<file path="config.mk">
export PLATFORM = sky130hd
export DESIGN_NAME = pc_sequencer
export DESIGN_NICKNAME = d
export VERILOG_FILES = /design/src/rtl/common_def.sv /design/src/rtl/sat_counter.sv /design/src/rtl/pc_sequencer.sv
export SDC_FILE = /design/constraint.sdc
export NUM_CORES = 1
export LEC_CHECK = 0
export CORE_AREA = 4 4 86 88
export DETAILED_ROUTE_END_ITERATION = 8
export DIE_AREA = 0 0 90 92
export SETUP_SLACK_MARGIN = 0.3
export SYNTH_ARGS = -nofsm -noshare
export SYNTH_HDL_FRONTEND = slang
export SYNTH_SLANG_ARGS = --single-unit
export TNS_END_PERCENT = 1
</file>
<file path="constraint.sdc">
create_clock -name clk -period 4.3 [get_ports clk]
set_input_delay 0.86 -clock clk [delete_from_list [all_inputs] [get_ports clk]]
set_output_delay 0.86 -clock clk [all_outputs]
set_load 0.005 [all_outputs]
</file>
<file path="src/rtl/common_def.sv">
// Shared core definitions: fetch sequencer states, PC width and boot address.
// Used by the sequencer and the branch/jump unit so both agree on PC geometry.
package common_def;
    localparam int PC_W = 10;
    localparam logic [PC_W-1:0] RESET_PC = '0;

    typedef enum logic [1:0] {
        BOOT  = 2'd0,
        RUN   = 2'd1,
        FLUSH = 2'd2,
        HALT  = 2'd3
    } seq_state_e;
endpackage

</file>
<file path="src/rtl/sat_counter.sv">
// Saturating up-counter with synchronous clear; one-cycle update latency.
// Never wraps: once all-ones it holds until cleared, further incs are dropped.
module sat_counter #(
    parameter int CNT_W = 16
) (
    input  logic             clk,
    input  logic             clr,
    input  logic             inc,
    output logic [CNT_W-1:0] cnt
);
    logic [CNT_W-1:0] cnt_q, cnt_d;

    always_comb begin
        cnt_d = cnt_q;
        if (clr) begin
            cnt_d = '0;
        end else if (inc && (cnt_q != '1)) begin
            cnt_d = cnt_q + 1'b1;
        end
    end

    always_ff @(posedge clk) begin
        cnt_q <= cnt_d;
    end

    assign cnt = cnt_q;
endmodule

</file>
<file path="src/rtl/pc_sequencer.sv">
// PC owner and fetch sequencer: one fetch per imem_valid&imem_ready&~stall, data valid next cycle.
// Redirects flush younger slots for FLUSH_CYCLES; stall freezes pc and defers redirect/halt.
module pc_sequencer
    import common_def::*;
#(
    parameter int                    PC_W         = common_def::PC_W,
    parameter logic [PC_W-1:0]       RESET_PC     = common_def::RESET_PC,
    parameter int                    FLUSH_CYCLES = 2,
    parameter int                    CNT_W        = 16
) (
    input  logic             clk,
    input  logic             rst,
    input  logic             take_branch,
    input  logic [PC_W-1:0]  branch_target,
    input  logic             stall,
    input  logic             halt_req,
    input  logic             imem_ready,
    output logic [PC_W-1:0]  imem_addr,
    output logic             imem_valid,
    output logic [PC_W-1:0]  pc_plus_1,
    output logic             fetch_valid,
    output logic             flush,
    output logic             halted,
    output logic [CNT_W-1:0] taken_cnt
);
    seq_state_e      state_q, state_d;
    logic [PC_W-1:0] pc_q, pc_d;
    logic [2:0]      flush_ctr_q, flush_ctr_d;
    logic            fetch_valid_q, fetch_valid_d;
    logic            handshake;
    logic            redirect;

    assign imem_valid  = (state_q == RUN) || (state_q == FLUSH);
    assign handshake   = imem_valid & imem_ready & ~stall;
    // halt outranks a same-cycle redirect, so the redirect is not counted
    assign redirect    = (state_q == RUN) & take_branch & ~stall & ~halt_req;

    assign imem_addr   = pc_q;
    assign pc_plus_1   = pc_q + 1'b1;
    assign fetch_valid = fetch_valid_q;
    assign flush       = (state_q == FLUSH);
    assign halted      = (state_q == HALT);

    always_comb begin
        state_d       = state_q;
        pc_d          = pc_q;
        flush_ctr_d   = flush_ctr_q;
        fetch_valid_d = fetch_valid_q;
        case (state_q)
            BOOT: begin
                state_d       = RUN;
                fetch_valid_d = 1'b0;
            end
            RUN: begin
                if (!stall) begin
                    fetch_valid_d = 1'b0;
                    if (halt_req) begin
                        state_d = HALT;
                    end else if (take_branch) begin
                        pc_d        = branch_target;
                        state_d     = FLUSH;
                        flush_ctr_d = 3'(FLUSH_CYCLES);
                    end else if (handshake) begin
                        pc_d          = pc_q + 1'b1;
                        fetch_valid_d = 1'b1;
                    end
                end
            end
            FLUSH: begin
                // fetches keep streaming from the target; their data is dropped
                fetch_valid_d = 1'b0;
                if (halt_req && !stall) begin
                    state_d     = HALT;
                    flush_ctr_d = '0;
                end else begin
                    if (handshake) begin
                        pc_d = pc_q + 1'b1;
                    end
                    flush_ctr_d = flush_ctr_q - 1'b1;
                    if (flush_ctr_q == 3'd1) begin
                        state_d = RUN;
                    end
                end
            end
            HALT: begin
                fetch_valid_d = 1'b0;
            end
            default: begin
                state_d       = BOOT;
                fetch_valid_d = 1'b0;
            end
        endcase
    end

    always_ff @(posedge clk) begin
        if (rst) begin
            state_q       <= BOOT;
            pc_q          <= RESET_PC;
            flush_ctr_q   <= '0;
            fetch_valid_q <= 1'b0;
        end else begin
            state_q       <= state_d;
            pc_q          <= pc_d;
            flush_ctr_q   <= flush_ctr_d;
            fetch_valid_q <= fetch_valid_d;
        end
    end

    sat_counter #(
        .CNT_W (CNT_W)
    ) u_taken_cnt (
        .clk (clk),
        .clr (rst),
        .inc (redirect),
        .cnt (taken_cnt)
    );
endmodule

</file>
==> impl_metrics.json <==
{
  "status": "finished clean",
  "synth_seq_cells": 32,
  "hpwl_mm": 3.859,
  "synth_compound_area_share_pct": 21.44,
  "hold_violations": 0,
  "yosys.area_share.adder_pct": 4.453,
  "final_cells": 372,
  "drt-total-wl_mm": 5.154,
  "cts_tree": "yes",
  "crit_end": "pc_plus_1[6]",
  "worstPathRequired_ns": 3.44,
  "dr.first_iter.drc_count": 83,
  "core-area_sq_mm": 0.006644,
  "synthMuxAreaShare_pct": 2.163,
  "cts.path.max_buffers": 2,
  "post-cts-setup-buffer-count": 0,
  "setup.worst_path.start": "imem_addr[0]",
  "cts_made_buffers": 5,
  "fp.dieW_um": 90,
  "area_delta_synth_final_pct": 36.39,
  "postSynthAreaPerCell_sq_um": 8.334,
  "reg2reg_slack_ns": 1.79,
  "hold_buffers": 0,
  "synth_area_sq_mm": 0.001967,
  "cap_viol_max_count": 0,
  "path_clk_slew_ns": 0.07,
  "nNetsFinal": 315,
  "critical_path_class": "reg2out",
  "synth_ff_type": "dfxtp_1",
  "grt.total_usage_pct": 12.63,
  "setup.worst_path.end_class": "primary output",
  "setup_viol": 0,
  "period_minus_slack_ns": 3.151,
  "synth_top_family_by_area": "simple AND/OR/NAND/NOR gates",
  "synth_edf_count": 0,
  "final_layout_size_suffix_gt1_share_pct": 6.849,
  "clock_skew_ns": 0.003038,
  "yosys_warnings": 0,
  "cts.repair.resized": 0,
  "async_reset_ff_share_pct": 0,
  "drc": 0,
  "grt_pass1_vias": 1794,
  "p_per_area_mw_per_mm2": 313.4,
  "num_io_pins": 56,
  "yosys.area_share.simple_pct": 31.36,
  "rsz0062_at_grt": "no",
  "synth_nets": 259,
  "dr.pass1.iters": 5,
  "num_vias": 1929,
  "num_antenna_cells": 0,
  "cts_root_buf": "clkbuf_8",
  "ir_worst_vdd_v": 0.0002263,
  "worstPathArrival_ns": 2.29,
  "reg2reg_from": "state_q[0]",
  "synth_cell_types": 55,
  "p_leak_nw": 0.9509,
  "r2r-end": "imem_addr[5]",
  "dieArea_sq_mm": 0.008280,
  "fmax_ghz": 0.3174,
  "gp_congestion": 0.7722,
  "cp-start-kind": "register",
  "final_core_util_pct": 40.38,
  "grt_max_degree": 31,
  "dp_cells": 365,
  "tightest_slew_ns": 0.9795,
  "reg2reg_depth": 6,
  "initial_utilization_pct": 29.60,
  "worst_slack_ns": 1.149,
  "slew_headroom_pct": 34.57,
  "clock_sinks": 32,
  "post_drt_wl_per_cell_um": 13.85,
  "final_cell_mix": "clkdlybuf4s50_1, dfxtp_1, a21oi_1",
  "antenna_found_initial": 0,
  "critPathMaxFanout": 7,
  "rows": 30,
  "detail-route-antenna-nets": 0,
  "netlist_instances": 236,
  "die_y_um": 92,
  "portBuffers": 55,
  "synth_xor_xnor_area_share_pct": 3.562,
  "seq_area_frac_synth_pct": 32.57,
  "drv_slew": 0,
  "dpl_worst_slack_ns": 1.240,
  "layout.cells.most_common": "clkdlybuf4s50_1",
  "vias_per_cell": 5.185,
  "hold_class": "reg2reg",
  "grt_overflow": 0,
  "clk_latency_ns": 0.28,
  "grt_pass1_wl_mm": 8.652,
  "fin_tns_setup_ns": 0,
  "cts_max_level": 2,
  "fin_crit_sh_pct": 73.27
}
==> where the power goes <==
group          internal [W]  switching, W  total (W)
Clock              0.000143      0.000112   0.000255
Sequential         0.000317     0.0000239   0.000340
Combinational      0.000130      0.000115   0.000245
Total              0.000589      0.000252   0.000841
==> worst max-delay path, cell delays in order, from the launching register on <==
cell	delay (ns)
dfxtp_1	0.47
ha_1	0.27
nand3_1	0.22
or2_2	0.36
xnor2_1	0.16
clkdlybuf4s50_1	0.53
==> how the worst min path moves through the flow <==
| stage | from | end | slack [ns] | cells after the start |
|---|---|---|---|---|
| after floorplan | flush_ctr_q[2] | flush_ctr_q[2] | 0.45 | 2 |
| after global placement | flush_ctr_q[2] | flush_ctr_q[2] | 0.47 | 2 |
| after detailed placement | flush_ctr_q[2] | flush_ctr_q[2] | 0.48 | 2 |
| after CTS | flush_ctr_q[2] | flush_ctr_q[2] | 0.49 | 2 |
| after global routing | flush_ctr_q[1] | flush_ctr_q[1] | 0.53 | 2 |
| final | flush_ctr_q[0] | flush_ctr_q[0] | 0.49 | 2 |
==> logic make-up after synthesis <==
kind of cell               Yosys count
AOI/OAI and AO/OA                   64
xor gates and xnor gates             8
adders and majority gates            7
buffers and inverters               20
DFF                                 32
muxes                                4
and+or+nand+nor                    101
==> routing by layer <==
| layer | global-route usage, % | wire [um] | vias to the layer above |
|---|---|---|---|
| li1 | - | - | 994 |
| met1 | 16.07 | 2435 | 882 |
| met2 | 20.91 | 2382 | 45 |
| met3 | 3.199 | 266 | 8 |
| met4 | 4.082 | 71 | 0 |
| met5 | 0 | 0 | - |
==> cell type report <==
type	count	area, sq um
Fill cell	679	3961
Multi-Input combinational cell	184	1239
Sequential cell	32	640.6
Timing Repair Buffer	56	558.0
Tap cell	80	100.1
Clock buffer	7	96.34
Inverter	13	48.80
==> Yosys cell counts, types with 2 or more instances <==
cell type | number | area, sq um
mux2i_1 | 2 | 20.02
or3_1 | 8 | 50.05
dfxtp_1 | 32 | 640.6
nand3_1 | 8 | 40.04
nand2_1 | 18 | 67.56
nand4_1 | 6 | 37.54
o21ai_1 | 3 | 15.01
ha_1 | 7 | 87.58
nor2b_1 | 5 | 31.28
nor3_1 | 8 | 40.04
inv_1 | 12 | 45.04
nor4_1 | 3 | 18.77
o31ai_1 | 4 | 30.03
mux2_1 | 2 | 22.52
and2_1 | 7 | 43.79
nor3b_1 | 3 | 22.52
a211oi_1 | 3 | 22.52
xnor2_1 | 6 | 52.55
nand2b_1 | 4 | 25.02
o221ai_1 | 3 | 26.28
nor2_1 | 10 | 37.54
clkbuf_1 | 4 | 15.01
xor2_1 | 2 | 17.52
or4_1 | 4 | 30.03
nand4_2 | 2 | 25.02
and4_1 | 2 | 17.52
o21ai_0 | 12 | 60.06
a32o_1 | 2 | 20.02
or2_2 | 2 | 12.51
a21oi_1 | 24 | 120.1
and3_1 | 3 | 18.77
o32ai_1 | 2 | 17.52
==> state kept, by name (all words and copies together) (netlist names) <==
| signal | flops |
|---|---|
| imem_addr | 10 |
| u_taken_cnt.cnt | 16 |
| fetch_valid | 1 |
| state_q | 2 |
| flush_ctr_q | 3 |
==> metrics by stage <==
stage	power [W]	hold slack [ns]	cell area, sq um
4_1_cts	0.0008514	0.4927	2683
5_1_grt	0.0008935	0.5279	2683
2_1_floorplan	0.0004842	0.4524	1967
6_report	0.0008407	0.4930	2683
3_5_place_dp	0.0005909	0.4795	2586
3_3_place_gp	0.0005859	0.4662	2586
Power figures use the tool's default switching activity.
==> edit 1 (same settings) <==
`CNT_W` is set to 16 in 2 places; all go to 20.
--- a/src/rtl/sat_counter.sv
+++ b/src/rtl/sat_counter.sv
@@ -1,7 +1,7 @@
 // Saturating up-counter with synchronous clear; one-cycle update latency.
 // Never wraps: once all-ones it holds until cleared, further incs are dropped.
 module sat_counter #(
-    parameter int CNT_W = 16
+    parameter int CNT_W = 20
 ) (
     input  logic             clk,
     input  logic             clr,
--- a/src/rtl/pc_sequencer.sv
+++ b/src/rtl/pc_sequencer.sv
@@ -6,7 +6,7 @@
     parameter int                    PC_W         = common_def::PC_W,
     parameter logic [PC_W-1:0]       RESET_PC     = common_def::RESET_PC,
     parameter int                    FLUSH_CYCLES = 2,
-    parameter int                    CNT_W        = 16
+    parameter int                    CNT_W        = 20
 ) (
     input  logic             clk,
     input  logic             rst,
Interface: changed (resized taken_cnt); port bits go from 56 to 60. No check against the original RTL was run, so the function may have changed too.
==> edit 1 against the unedited design <==
  * Routed wire length rose by 3.6%
  * Area after synthesis rose by 6.6%
  * Largest power group unchanged
  * Sequential power rose by 16%
  * Non-clock buffer count rose by 5
  * Setup slack improved by 0.19 ns
  * Sequential cell count rose by 4
  * Largest cell class unchanged
  * Final area rose by 5.7%
  * Power rose by 11%
==> edit 1: results (changes against the unedited design) <==
outcome finished clean; crit path from imem_addr[0]; Hold Startpoint flush_ctr_q[0]; Crit path max-delay family buffers and inverters; Final Hold Slack 0.4732 ns (-0.01978 ns); ranking of synthesized cells by area dfxtp_1 (34%), xnor2_1 (6.7%), nor2_1 (6.6%); switching share of total power 0.3243 (+0.02503); antenna fix cells 0 (unchanged); grt met1 use 0.1793 (+0.01853); post-synth cell types 54 (-1.8%); metal1 wirelength 2724 um (+12%); worst-path maximum fanout 8 (+1); Leakage Power 0.9877 nW (+3.9%); largest net degree at the start of global routing 22 (-29%); Seq/Total Area, Yosys 0.3439 (+0.01818); initial DRC count 58 (-30%); Hold Path End flush_ctr_q[0]; postcts setup bufs 0 (unchanged); Post-Place Setup Slack 1.423 ns (+0.1835 ns); dpl hpwl 3926 um (+1.8%); Slew @ Worst Pin 0.7895 ns (-0.1900 ns); WL final 5337 um (+3.6%); DP Area 0.002758 mm^2 (+6.6%); crit path to pc_plus_1[8]; Synthesized Nets 281 (+8.5%); DRT Pass-1 Iters 4 (-1); Met3 Routed Length 311 um (+17%); Logic pwr share 0.332 (+0.040); Period Utilization, post-route 0.6888 (-0.04396); R2R cell count 7 (+1); IR drop worst, VDD 0.1007 mV (-55%); clock network power 0.232 mW (-9.0%); PortBufs 59 (+7.3%); Overall Global Routing Usage 0.1319 (+0.005553); reg2reg end imem_addr[5]; Post-synth top cells nor2_1 (37), dfxtp_1 (36), nand2_1 (20); ratio of cells with drive above 1 in the final layout 0.05994 (-0.008556); skew final 0.004928 ns (+0.001890 ns); Async SR Flop Fraction 0 (unchanged); r2r setup slk 2.20 ns (+0.41 ns); Reg-to-Reg Start state_q[0]; final weighted congestion in routability-driven placement 0.7487 (-3.0%); final-stage net count 340 (+7.9%); share of power burned in registers 0.420 (+0.015); DR top layer met4; placed cells 390 (+6.8%); met2 Usage GRT 0.1973 (-0.01182); detailed-route via count 2,022 (+4.8%); crit path DAT 2.10 ns (-0.19 ns); post_cts resized 0 (unchanged); Largest register FFs 20 (+4); met3 Track Usage GR 0.03774 (+0.005742); global-route wire length before repair 9156 um (+5.8%); Clock transition at path regs 0.07 ns (about the same); WL met2 2222 um (-6.7%); wire per inst 13.44 um (-3.0%); synthesized area per cell 8.123 um^2 (-2.5%)
[edit 1: cell families (layout without fill, tap and decap cells)]
family / count (synthesis) / in the layout / share of synthesized area
mux: 2 / 2 / 0.01015
compound gates: 51 / 51 / 0.1600
simple gates: 120 / 120 / 0.3140
xor+xnor: 21 / 21 / 0.08776
fa+ha+maj: 7 / 7 / 0.04179
flops: 36 / 36 / 0.3439
buf+inv: 21 / 80 / 0.04239
[edit 1: worst register-to-register path, stage by stage (launching register included)]
cell and delay [ns]:
dfxtp_1 0.33, inv_1 0.08, ha_1 0.41, nor2b_1 0.09, buf_4 0.20, o21ai_1 0.56, o21ai_0 0.19, a21oi_1 0.17
[edit 1: area by class of cell]
class | count | area (um^2)
fillers | 685 | 3809
multi-input cells | 201 | 1286
flip-flops and latches | 36 | 720.7
repair buffers | 61 | 605.6
well taps | 80 | 100.1
clock buffers | 6 | 72.57
inverters | 12 | 45.04
clock inverters | 1 | 5.005
==> edit 2 (same settings) <==
Without the edit above. Re-encode `seq_state_e` (4 states) as Gray code, 2 bits wide.
--- a/src/rtl/common_def.sv
+++ b/src/rtl/common_def.sv
@@ -5,10 +5,10 @@
     localparam logic [PC_W-1:0] RESET_PC = '0;
 
     typedef enum logic [1:0] {
-        BOOT  = 2'd0,
-        RUN   = 2'd1,
-        FLUSH = 2'd2,
-        HALT  = 2'd3
+        BOOT  = 2'b00,
+        RUN   = 2'b01,
+        FLUSH = 2'b11,
+        HALT  = 2'b10
     } seq_state_e;
 endpackage
 
Formal check against the unedited RTL: no difference found for any inputs over 10 cycles, from zero or initial values and one cycle with rst high; not proved beyond that.
==> edit 2 against the unedited design <==
  * Setup slack better by 0.28 ns
  * Utilization decreased by 0.77 points
  * Area after synthesis grew 0.64%
  * Sequential cell count did not move
  * Largest cell class unchanged
  * Highest routed layer unchanged
  * Via count grew 3.9%
  * Die area is the same
  * First-iteration DRC count fell by 22%
  * Cell count is 1.3% lower
  * Final area fell by 1.9%
  * Routed wire length rose by 7.7%
Power is not compared: it rests on default switching activity, and its combinational part moved more than twofold at a synthesized area within 25%.
==> edit 2: results (changes against the unedited design) <==
reg2reg end imem_addr[0]; Hold Startpoint flush_ctr_q[2]; detailed-route via count 2,004 (+3.9%); IR drop worst, VDD 0.09049 mV; skew final 0.006304 ns (+0.003266 ns); crit path time final 2.872 ns (-0.2791 ns); Hold Path End state_q[1]; Async SR Flop Fraction 0 (unchanged); post_cts resized 0 (unchanged); Post-synth top cells dfxtp_1 (32), nand2_1 (19), nor2_1 (18); Clock transition at path regs 0.06 ns; final-stage net count 309 (-1.9%); synthesized area per cell 8.352 um^2 (+0.21%); DRT Pass-1 Iters 4 (-1); largest net degree at the start of global routing 27 (-13%); ratio of cells with drive above 1 in the final layout 0.04530 (-0.02320); Reg-to-Reg Start state_q[0]; placed cells 362 (-0.82%); number of global-route vias before repair 1,863 (+3.8%); crit path to pc_plus_1[9]; initial DRC count 65 (-22%); Post-Place Setup Slack 1.391 ns (+0.1516 ns); antenna violations before repair 0 (unchanged); Worst Hold Class register to register; crit path DAT 2.01 ns (-0.28 ns); Synthesized Nets 257 (-0.77%); Slew @ Worst Pin 1.003 ns (+0.02398 ns); Max Root-Sink Buffers 2 (unchanged); R2R cell count 4 (-2); dpl hpwl 4045 um (+4.8%); post-synth cell types 60 (+9.1%); Seq/Total Area, Yosys 0.3236 (-0.002059); global-route wire length before repair 9177 um (+6.1%); crit path from imem_addr[2]; Overall Global Routing Usage 0.1329 (+0.006571); outcome finished clean; Yosys warning count 0 (unchanged); worst-path maximum fanout 9 (+2); Max stage delay on crit path 0.51 ns (-0.02 ns); final weighted congestion in routability-driven placement 0.7961 (+3.1%); Final Hold Slack 0.4933 ns (+0.0003810 ns); Final Non-Filler Cells 367 (-1.3%); ranking of synthesized cells by area dfxtp_1 (32%), a21oi_1 (4.3%), nand2_1 (3.6%); DP Area 0.002562 mm^2 (-0.92%); Largest register FFs 16 (unchanged); r2r setup slk 2.29 ns (+0.50 ns); Final setup viols 0 (unchanged); antenna fix cells 0 (unchanged); Layout fillers 667 (-1.8%); wire per inst 15.12 um (+9.2%)
## edit 2: cell types whose count changed after synthesis, moves of 3 or more
cell      before  now
ha_1           7    4
or3_1          8    4
nand3_1        8   12
o21a_1         1    4
and2_1         7    2
o221ai_1       3    0
nor2_1        10   18
a21oi_1       24   17
nor4b_1        0    3
o21ai_0       12    6
## edit 2: cell families after synthesis
family,after synthesis,share of synthesized area
AND/OR/NAND/NOR,107,0.3319
AO/OA/AOI/OAI,62,0.2143
flip-flops,32,0.3236
buffers and inverters,22,0.05879
XOR/XNOR,8,0.03539
adder cells (fa/ha/maj),4,0.02529
multiplexers,2,0.01075
## edit 2: final cells by class
cell class                      count  area [um^2]  share of cell area
Tap cell                           80        100.1             0.03804
Timing Repair Buffer               56        558.0              0.2121
Multi-Input combinational cell    183         1222              0.4646
Inverter                           11        41.29             0.01569
Clock buffer                        5        68.82             0.02615
Sequential cell                    32        640.6              0.2435
## edit 2: worst reg2reg max path, stage by stage (launching register included)
cell      delay (ns)
dfxtp_1         0.56
a21boi_1        0.39
or4b_1          0.59
a211o_1         0.30
a21oi_1         0.11
## edit 2: metal layers
| metal | part of all wire | vias to the layer above | global-route usage |
|---|---|---|---|
| met2 | 0.47 | 57 | 0.2190 |
| met5 | 0 | - | 0 |
| met3 | 0.065 | 6 | 0.04430 |
| li1 | - | 995 | - |
| met1 | 0.46 | 946 | 0.1642 |
| met4 | 0.0088 | 0 | 0.04082 |
## edit 2: where the power goes
group / total [mW] / switching, mW / leakage, nW / internal, mW
combinational: 0.0772 / 0.0351 / 0.598 / 0.0421
clock: 0.207 / 0.103 / 0.0359 / 0.104
sequential: 0.313 / 0.0107 / 0.259 / 0.303
total: 0.598 / 0.149 / 0.893 / 0.449
